===== src/rtl/bcd_converter.sv =====
// bcd_converter: sequential binary-to-BCD converter (shift-add-3, one bit per cycle).
// A value is accepted in IDLE, converted over WIDTH cycles in CONVERT, and the
// packed BCD result is registered with a one-cycle out_valid pulse.
// Optional feature macro: BCD_RANGE_CHECK_EN -- when defined, inputs that do not
// fit in DIGITS decimal digits saturate to all 9s and raise err; otherwise the
// result wraps (value mod 10**DIGITS) and err is tied low.
module bcd_converter #(
  parameter int DIGITS = 4,
  parameter int WIDTH  = 14
) (
  input  logic                  clock,
  input  logic                  reset,
  input  logic                  in_valid,
  output logic                  in_ready,
  input  logic [WIDTH-1:0]      binin,
  output logic                  out_valid,
  output logic [4*DIGITS-1:0]   bcdout,
  output logic                  err
);

  // Number of decimal digits needed to represent 2**w-1.
  function automatic int calc_digits(input int w);
    longint v;
    int     n;
    v = (longint'(1) << w) - 1;
    n = 0;
    for (int k = 0; k < 20; k++) begin
      if (v > 0) begin
        v = v / 10;
        n++;
      end
    end
    if (n == 0) n = 1;
    return n;
  endfunction

  localparam int NEED_DIGITS = calc_digits(WIDTH);
  // Accumulator holds the full-range result and is never narrower than the output.
  localparam int ACC_DIGITS  = (NEED_DIGITS > DIGITS) ? NEED_DIGITS : DIGITS;
  localparam int ACC_W       = 4 * ACC_DIGITS;
  localparam int CW          = $clog2(WIDTH + 1);

  typedef enum logic {IDLE, CONVERT} state_t;

  state_t              state_q, state_d;
  logic [CW-1:0]       cnt_q, cnt_d;
  logic [WIDTH-1:0]    bin_q, bin_d;
  logic [ACC_W-1:0]    acc_q, acc_d;
  logic [4*DIGITS-1:0] bcd_q, bcd_d;
  logic                vld_q, vld_d;

  logic [ACC_W-1:0]    corr;
  logic [ACC_W-1:0]    acc_shift;

  // Add 3 to every accumulator nibble that is 5 or more before the shift.
  genvar gi;
  generate
    for (gi = 0; gi < ACC_DIGITS; gi++) begin : g_adj
      assign corr[4*gi +: 4] = (acc_q[4*gi +: 4] >= 4'd5) ? (acc_q[4*gi +: 4] + 4'd3)
                                                           : acc_q[4*gi +: 4];
    end
  endgenerate

  // Shift {accumulator, binary} left by one; the top accumulator bit falls off.
  assign acc_shift = ACC_W'({corr, bin_q[WIDTH-1]});

`ifdef BCD_RANGE_CHECK_EN
  logic err_q, err_d;
  logic upper_nz;

  // Any non-zero digit above the output digits means the value is out of range.
  generate
    if (ACC_DIGITS > DIGITS) begin : g_ovf
      assign upper_nz = |acc_shift[ACC_W-1:4*DIGITS];
    end else begin : g_no_ovf
      assign upper_nz = 1'b0;
    end
  endgenerate

  assign err = err_q;

  // Error flag register, updated only with a completed conversion.
  always_ff @(posedge clock or negedge reset) begin
    if (!reset) err_q <= 1'b0;
    else        err_q <= err_d;
  end
`else
  assign err = 1'b0;
`endif

  // State and datapath registers.
  always_ff @(posedge clock or negedge reset) begin
    if (!reset) begin
      state_q <= IDLE;
      cnt_q   <= '0;
      bin_q   <= '0;
      acc_q   <= '0;
      bcd_q   <= '0;
      vld_q   <= 1'b0;
    end else begin
      state_q <= state_d;
      cnt_q   <= cnt_d;
      bin_q   <= bin_d;
      acc_q   <= acc_d;
      bcd_q   <= bcd_d;
      vld_q   <= vld_d;
    end
  end

  // Next-state logic: accept in IDLE, one shift-add-3 iteration per CONVERT cycle.
  always_comb begin
    state_d = state_q;
    cnt_d   = cnt_q;
    bin_d   = bin_q;
    acc_d   = acc_q;
    bcd_d   = bcd_q;
    vld_d   = 1'b0;
`ifdef BCD_RANGE_CHECK_EN
    err_d   = err_q;
`endif
    case (state_q)
      IDLE: begin
        if (in_valid) begin
          bin_d   = binin;
          cnt_d   = CW'(WIDTH);
          acc_d   = '0;
          state_d = CONVERT;
        end
      end
      CONVERT: begin
        acc_d = acc_shift;
        bin_d = {bin_q[WIDTH-2:0], 1'b0};
        cnt_d = cnt_q - CW'(1);
        if (cnt_q == CW'(1)) begin
          state_d = IDLE;
          vld_d   = 1'b1;
          bcd_d   = acc_shift[4*DIGITS-1:0];
`ifdef BCD_RANGE_CHECK_EN
          if (upper_nz) bcd_d = {DIGITS{4'h9}};
          err_d = upper_nz;
`endif
        end
      end
      default: state_d = IDLE;
    endcase
  end

  assign in_ready  = (state_q == IDLE);
  assign out_valid = vld_q;
  assign bcdout    = bcd_q;

endmodule


===== config.mk =====
export PLATFORM = sky130hd
export DESIGN_NAME = bcd_converter
export DESIGN_NICKNAME = d
export VERILOG_FILES = /design/src/rtl/bcd_converter.sv
export SDC_FILE = /design/constraint.sdc
export NUM_CORES = 1
export LEC_CHECK = 0
export CELL_PAD_IN_SITES_DETAIL_PLACEMENT = 1
export CELL_PAD_IN_SITES_GLOBAL_PLACEMENT = 1
export CORE_MARGIN = 2
export CORE_UTILIZATION = 32
export CTS_CLUSTER_DIAMETER = 30
export DETAILED_ROUTE_END_ITERATION = 8
export HOLD_SLACK_MARGIN = 0.06
export MAX_ROUTING_LAYER = met4
export PLACE_DENSITY = 0.63
export SYNTH_ARGS = -nofsm -noshare
export SYNTH_HDL_FRONTEND = slang
export SYNTH_SLANG_ARGS = --single-unit

===== constraint.sdc =====
create_clock -name clock -period 1.45 [get_ports clock]
set_input_delay 0.29 -clock clock [delete_from_list [all_inputs] [get_ports clock]]
set_output_delay 0.29 -clock clock [all_outputs]
set_load 0.05 [all_outputs]

==> results of run 1 <==
## worst max-delay path by stage
stage,start,to,slack (ns)
5_1_grt,acc_q[8]$_DFFE_PN0P_,bcdout[10]$_DFFE_PN0P_,-0.07
3_5_place_dp,in_valid,bin_q[1]$_DFFE_PN0P_,-0.08
2_1_floorplan,acc_q[0]$_DFFE_PN0P_,acc_q[2]$_DFFE_PN0P_,0.01
4_1_cts,acc_q[12]$_DFFE_PN0P_,bcdout[14]$_DFFE_PN0P_,0.001
6_report,acc_q[12]$_DFFE_PN0P_,bcdout[14]$_DFFE_PN0P_,-0.0004
3_3_place_gp,in_valid,bin_q[1]$_DFFE_PN0P_,-0.05
## registers in the layout (all words and copies together) (netlist names)
name and count:
bcdout 16, cnt_q 4, state_q 1, bin_q 14, acc_q 16, out_valid 1
## layout by cell type (no fill, tap or decap), drive strengths merged, types with 3 or more instances in the layout
cell	instances
mux2	6
nor3b	6
o21ai	25
ha	10
nand2b	4
clkbuf	7
dfrtp	52
clkdlybuf4s50	15
a21o	4
a21oi	14
buf	48
mux2i	16
a31oi	3
inv	15
nand2	40
o22ai	11
xnor2	6
nor2	10
nor3	6
## worst max-delay path, stage by stage (launching register included)
cell and delay, ns:
dfrtp_2 0.46, ha_4 0.17, nand2b_4 0.14, a21oi_4 0.20, mux2i_2 0.26, mux2_4 0.17
## power breakdown
part	switching, W	leakage, nW	internal [W]
Sequential	0.000658	0.655	0.00210
Combinational	0.00256	0.884	0.00273
Clock	0.000481	0.0645	0.000609
## cell families after synthesis
family / count (synthesis)
buffers and inverters: 28
other: 1
muxes: 22
AOI/OAI and AO/OA: 58
and+or+nand+nor: 67
xor gates and xnor gates: 6
adders and majority gates: 10
DFF: 52
## area by class of cell
| type | count | area share |
|---|---|---|
| multi-input combinational | 164 | 0.348 |
| sequential | 52 | 0.360 |
| clock buffer | 7 | 0.0266 |
| timing repair buffer | 64 | 0.205 |
| inverter | 15 | 0.0169 |
| tap | 102 | 0.0352 |
| clock inverter | 1 | 0.00829 |
## metrics by stage
step           instance area [um^2]  total power [W]   TNS [ns]  hold slack (ns)
6_report                       3620          0.00914  -0.000436            0.481
5_1_grt                        3620          0.00981     -0.295            0.525
2_1_floorplan                  2490          0.00524          0         -0.00559
4_1_cts                        3510          0.00875          0            0.505
3_5_place_dp                   3230          0.00719     -0.869            0.311
3_3_place_gp                   3230          0.00706     -0.465            0.308
## routing by layer
layer,global-route usage,vias to the layer above
met4,0.0373,0
met5,-,-
li1,-,941
met1,0.180,932
met2,0.246,37
met3,0.0304,3
## timing repair
action,4_1_cts,5_1_grt
gates resized for setup,18,31
setup endpoints to repair,10,20
hold buffers,1,0
endpoints found under the hold margin,52,0
pin swaps,6,4
buffers inserted,6,0
==> key figures, run 1 <==
Job
  – Maxcap violations: 0

Drt
  – Detail Route Antenna Nets: 0
  – Avg WL per Cell: 14.1 um
  – Metal1 wirelength: 2620 um
  – Via count: 1913
  – DRT iter0 DRCs: 92
  – Routed wire length on met2: 2850 um
  – Vias per cell: 4.72
  – DRC Markers: 0
  – Highest metal used: met4
  – Drt pass-1 iters: 3
  – Final WL: 5710 um
  – Met3 wire length: 191 um

STA
  – Tcrit/Tclk final: 1.00
  – Final min period: 1.45 ns
  – Fmax: 689 MHz
  – Unrepaired setup endpoints after global routing: yes
  – Skew final: 0.00693 ns
  – Final setup vio count: 1
  – Hold Vio Cnt, Final: 0
  – Fin. max-slew vios: 0
  – Worst Slack Setup Final: -0.000436 ns

Global route
  – Initial antenna violation count: 0
  – GR Util All Layers: 0.146
  – Largest net degree at the start of global routing: 53
  – First-pass GRT wire length: 9580 um
  – Grt ovf: 0
  – Vias in the first global route: 2035

Cells and area
  – Final Instance Count excl. Fillers: 405
  – Layout area overhead: 46.1%
  – Multi-input logic area: 1260 um^2
  – Share of layout cells above drive strength 1: 0.327
  – Fin util: 0.476
  – FILL cells: 831
  – # diodes: 0
  – FF+latch area: 1300 um^2
  – Final net count: 329

Yosys
  – Xor/xnor share of the synthesized area: 0.0212
  – Count leader, synth: dfrtp_1
  – Post-Synth Simple-Gate Area: 0.124
  – Mux cell area share after synthesis: 0.0933
  – Post-Syn Instances: 244
  – Post-synthesis sequential area ratio: 0.525
  – Compound-Gate Fraction of Synth Area: 0.132
  – Synth Net Count: 271
  – Commonest cells in the netlist: dfrtp_1, nand2_1, o21ai_0
  – Main combinational cell family by area after synthesis: compound AO/OA/AOI/OAI gates
  – Synthesized cell area: 2480 um^2
  – Register bit total from synthesis: 52
  – Adder-cell share of the synthesized area: 0.0505
  – Dominant cell type by area after synthesis: dfrtp_1
  – Top_reg_cell synth: dfrtp_1
  – Unique masters post-synth: 27
  – Post-synthesis async set-or-reset flop share: 1.00
  – Ys Warns: 0
  – Post-synth EDFFs: 0
  – Syn_area_per_cell: 10.2 um^2
  – Share of the synthesized area in the top cell type: 0.525
  – Synth top area cells: dfrtp_1, mux2i_1, nand2_1

Clock tree
  – Clock Tree Root: clkbuf_8
  – H-tree Lvls: 2
  – Maximum clock insertion buffer count: 2
  – Clk pin slew, worst setup/hold paths: 0.09 ns
  – TritonCTS clock tree: built
  – Worst-Skew Late Latency: 0.31 ns
  – Clk sinks: 52
  – CTS buffer count: 5

Floorplanning
  – Top-level I/O count: 36
  – DIE AREA: 8470 um^2
  – Die W: 92.0 um
  – Die height: 92.0 um
  – Core area: 7610 um^2
  – Row count: 32
  – Initial Util: 0.326

Worst setup path
  – CP Capture Type: register
  – Max Fanout on Critical Path: 4
  – Crit Path Category: register to register
  – Worst reg2reg path depth: 5
  – R2R Path Start: acc_q[12]$_DFFE_PN0P_
  – Flop2flop setup slack: -0.0004 ns
  – Crit path DAT: 1.71 ns
  – Crit start category: register
  – FF-to-FF End: bcdout[14]$_DFFE_PN0P_
  – Data required time of the critical path: 1.71 ns

Placed design
  – RePlAce Congestion: 0.763
  – I/O Buffers: 34
  – Dpl ws: -0.0781 ns
  – Dpl cells: 390
  – DP HPWL: 3850 um

Power and ir drop
  – Peak supply drop: 649 uV
  – Leakage: 1.60 nW
  – Power per cell area: 2520 nW/um^2

Run status
  – Outcome: finished, violations left
  – Failing checks: negative setup slack

Min path
  – Hold/Removal Path Class: input pin to asynchronous set/reset pin
Note: power is estimated with default switching activity, not from simulation.
==> run 2, diff against run 1 <==
CAP_MARGIN = 0   (was not set)
PLACE_DENSITY = 0.61   (was 0.63)
RECOVER_POWER = 25   (was not set)
clock period = 1.85 ns   (was 1.45 ns; I/O delays follow)
==> run 2 against run 1 <==
The run now ends clean. Sequential power decreased by 27%. Clock skew about the same. Critical path depth increased by 1. Routed wire length decreased by 7.5%. Non-clock buffer count decreased by 21. Die area unchanged. Utilization decreased by 8.4 points. First-iteration DRC count decreased by 38%. Global-route usage decreased by 1.1 points. Clock power decreased by 38%. Via count decreased by 4.5%. Worst setup slack improved by 0.15 ns.
==> key figures, run 2 (synthesis results as in run 1) <==
STA
  – Fmax: 586 MHz (-15%)
  – Max-slew headroom: 0.112
  – Final setup vio count: 0 (-1)
  – Unrepaired setup endpoints after global routing: no
  – Skew final: 0.00709 ns (+0.000152 ns)
  – Tcrit/Tclk final: 0.922 (-0.0785)
  – Slew at the pin closest to its max-slew limit: 1.33 ns
  – TNS Setup: 0 ns (+0.000436 ns)
  – Final min period: 1.71 ns (+0.255 ns)
  – Fin. max-slew vios: 0 (unchanged)
  – Hold Vio Cnt, Final: 0 (unchanged)

Global route
  – Largest net degree at the start of global routing: 53 (unchanged)
  – Most used routing layer: met2
  – GR Util All Layers: 0.135 (-0.0107)
  – Grt met1 use: 0.170 (-0.00997)
  – Met3 usage: 0.0296 (-0.000822)
  – Initial antenna violation count: 0 (unchanged)
  – Grt met2 use: 0.222 (-0.0239)
  – Vias in the first global route: 1881 (-7.6%)
  – First-pass GRT wire length: 8980 um (-6.3%)
  – Grt ovf: 0 (unchanged)

Worst setup path
  – Data required time of the critical path: 2.08 ns (+0.37 ns)
  – Max Fanout on Critical Path: 3 (-1)
  – Crit path DAT: 1.93 ns (+0.22 ns)
  – Crit path max-delay family: compound AO/OA/AOI/OAI gates
  – R2R Path Start: acc_q[0]$_DFFE_PN0P_
  – Crit Path Category: register to register
  – Crit start category: register
  – Critical Path Start: acc_q[0]$_DFFE_PN0P_
  – Setup crit end: acc_q[2]$_DFFE_PN0P_
  – Crit. path cell count: 6 (+1)
  – Critical-path cell list: inv_1 > ha_1 > nand2b_1 > a21oi_1 > mux2_2 > o22ai_1
  – CP Capture Type: register
  – Worst reg2reg path depth: 6 (+1)
  – Flop2flop setup slack: 0.14 ns (+0.15 ns)
  – Crit-path slowest cell: dfrtp_1
  – WP buf/inv: 1 (+1)
  – Slowest stage delay, CP: 0.41 ns (-0.05 ns)
  – FF-to-FF End: acc_q[2]$_DFFE_PN0P_

Floorplanning
  – Die height: 92.0 um (unchanged)
  – Initial Util: 0.326 (unchanged)
  – Core area: 7610 um^2 (unchanged)
  – DIE AREA: 8470 um^2 (unchanged)
  – Row count: 32 (unchanged)
  – Top-level I/O count: 36 (unchanged)
  – Die W: 92.0 um (unchanged)

Clock tree
  – Clock Tree Root: clkbuf_8
  – Setup Fix Bufs, Post-CTS: 0 (-6)
  – CTS resizes: 0 (-18)
  – Maximum clock insertion buffer count: 2 (unchanged)
  – Worst-Skew Late Latency: 0.30 ns (about the same)
  – Clk pin slew, worst setup/hold paths: 0.10 ns (about the same)
  – Cts hold-fix bufs: 0 (-1)
  – H-tree Lvls: 2 (unchanged)
  – Clk sinks: 52 (unchanged)
  – TritonCTS clock tree: built
  – CTS buffer count: 5 (unchanged)

Placed design
  – Placement-stage cell area: 2910 um^2 (-10%)
  – DP HPWL: 3700 um (-4.0%)
  – RePlAce Congestion: 0.793 (+4.0%)
  – I/O Buffers: 34 (unchanged)
  – Dpl cells: 376 (-3.6%)

Drt
  – Drt pass-1 iters: 4 (+1)
  – Vias per cell: 4.76 (+0.67%)
  – Detail Route Antenna Nets: 0 (unchanged)
  – Via count: 1826 (-4.5%)
  – Avg WL per Cell: 13.7 um (-2.5%)
  – DRC Markers: 0 (unchanged)
  – DRT iter0 DRCs: 57 (-38%)
  – Final WL: 5280 um (-7.5%)

Cells and area
  – Cell area after layout: 2980 um^2 (-18%)
  – Most frequent cells in the layout: dfrtp_1, nand2_1, buf_4, o21ai_0, mux2i_1
  – Fin util: 0.392 (-0.0844)
  – Final net count: 308 (-6.4%)
  – Share of layout cells above drive strength 1: 0.160 (-0.167)
  – Final Instance Count excl. Fillers: 384 (-5.2%)
  – FILL cells: 880 (+5.9%)
  – Commonest non-fill, non-tap cell in the layout: dfrtp_1
  – # diodes: 0 (unchanged)
  – Layout area overhead: 20.2%

Power and ir drop
  – Leakage: 1.37 nW (-14%)
  – Peak supply drop: 501 uV (-23%)
  – Overall Power: 0.00548 W (-40%)
  – Power per cell area: 1840 nW/um^2 (-27%)

Job
  – Maxcap violations: 0 (unchanged)

Run status
  – Outcome: completed

Min path
  – Hold/Removal Path Class: input pin to asynchronous set/reset pin
-- run 2: worst min path at each step --
stage | endpoint | slack [ns] | cells past startpoint
2_1_floorplan | acc_q[0]$_DFFE_PN0P_ | 0.07 | 0
3_5_place_dp | bcdout[2]$_DFFE_PN0P_ | 0.39 | 2
6_report | acc_q[2]$_DFFE_PN0P_ | 0.44 | 2
5_1_grt | bin_q[2]$_DFFE_PN0P_ | 0.52 | 2
4_1_cts | acc_q[2]$_DFFE_PN0P_ | 0.06 | 2
3_3_place_gp | bcdout[2]$_DFFE_PN0P_ | 0.39 | 2
-- run 2: worst register-to-register path, cell delays in order (launching register included) --
cell and delay, ns:
dfrtp_1 0.41, inv_1 0.13, ha_1 0.21, nand2b_1 0.09
a21oi_1 0.27, mux2_2 0.38, o22ai_1 0.15
-- run 2: per-layer routing --
layer | wire length [um] | part of all wire
met5 | 0 | 0
met4 | 47 | 0.0089
met3 | 200 | 0.038
met2 | 2530 | 0.48
met1 | 2490 | 0.47
-- run 2: layout make-up --
type	count	area [um^2]	share of cell area
Sequential cell	52	1300	0.436
Multi-Input combinational cell	164	1050	0.352
Timing Repair Buffer	43	355	0.119
Tap cell	102	128	0.0428
Clock buffer	8	90.1	0.0302
Inverter	15	58.8	0.0197
-- run 2: per-stage QoR --
step,worst slack [ns],hold slack [ns]
6_report,0.145,0.441
5_1_grt,0.0380,0.516
4_1_cts,0.144,0.0604
3_5_place_dp,0.161,0.394
3_3_place_gp,0.280,0.394
2_1_floorplan,0.356,0.0744
-- run 2: where the power goes --
part / internal [W] / switching (W)
clock: 0.000306 / 0.000368
sequential: 0.00164 / 0.000371
combinational: 0.00109 / 0.00170
total: 0.00304 / 0.00244
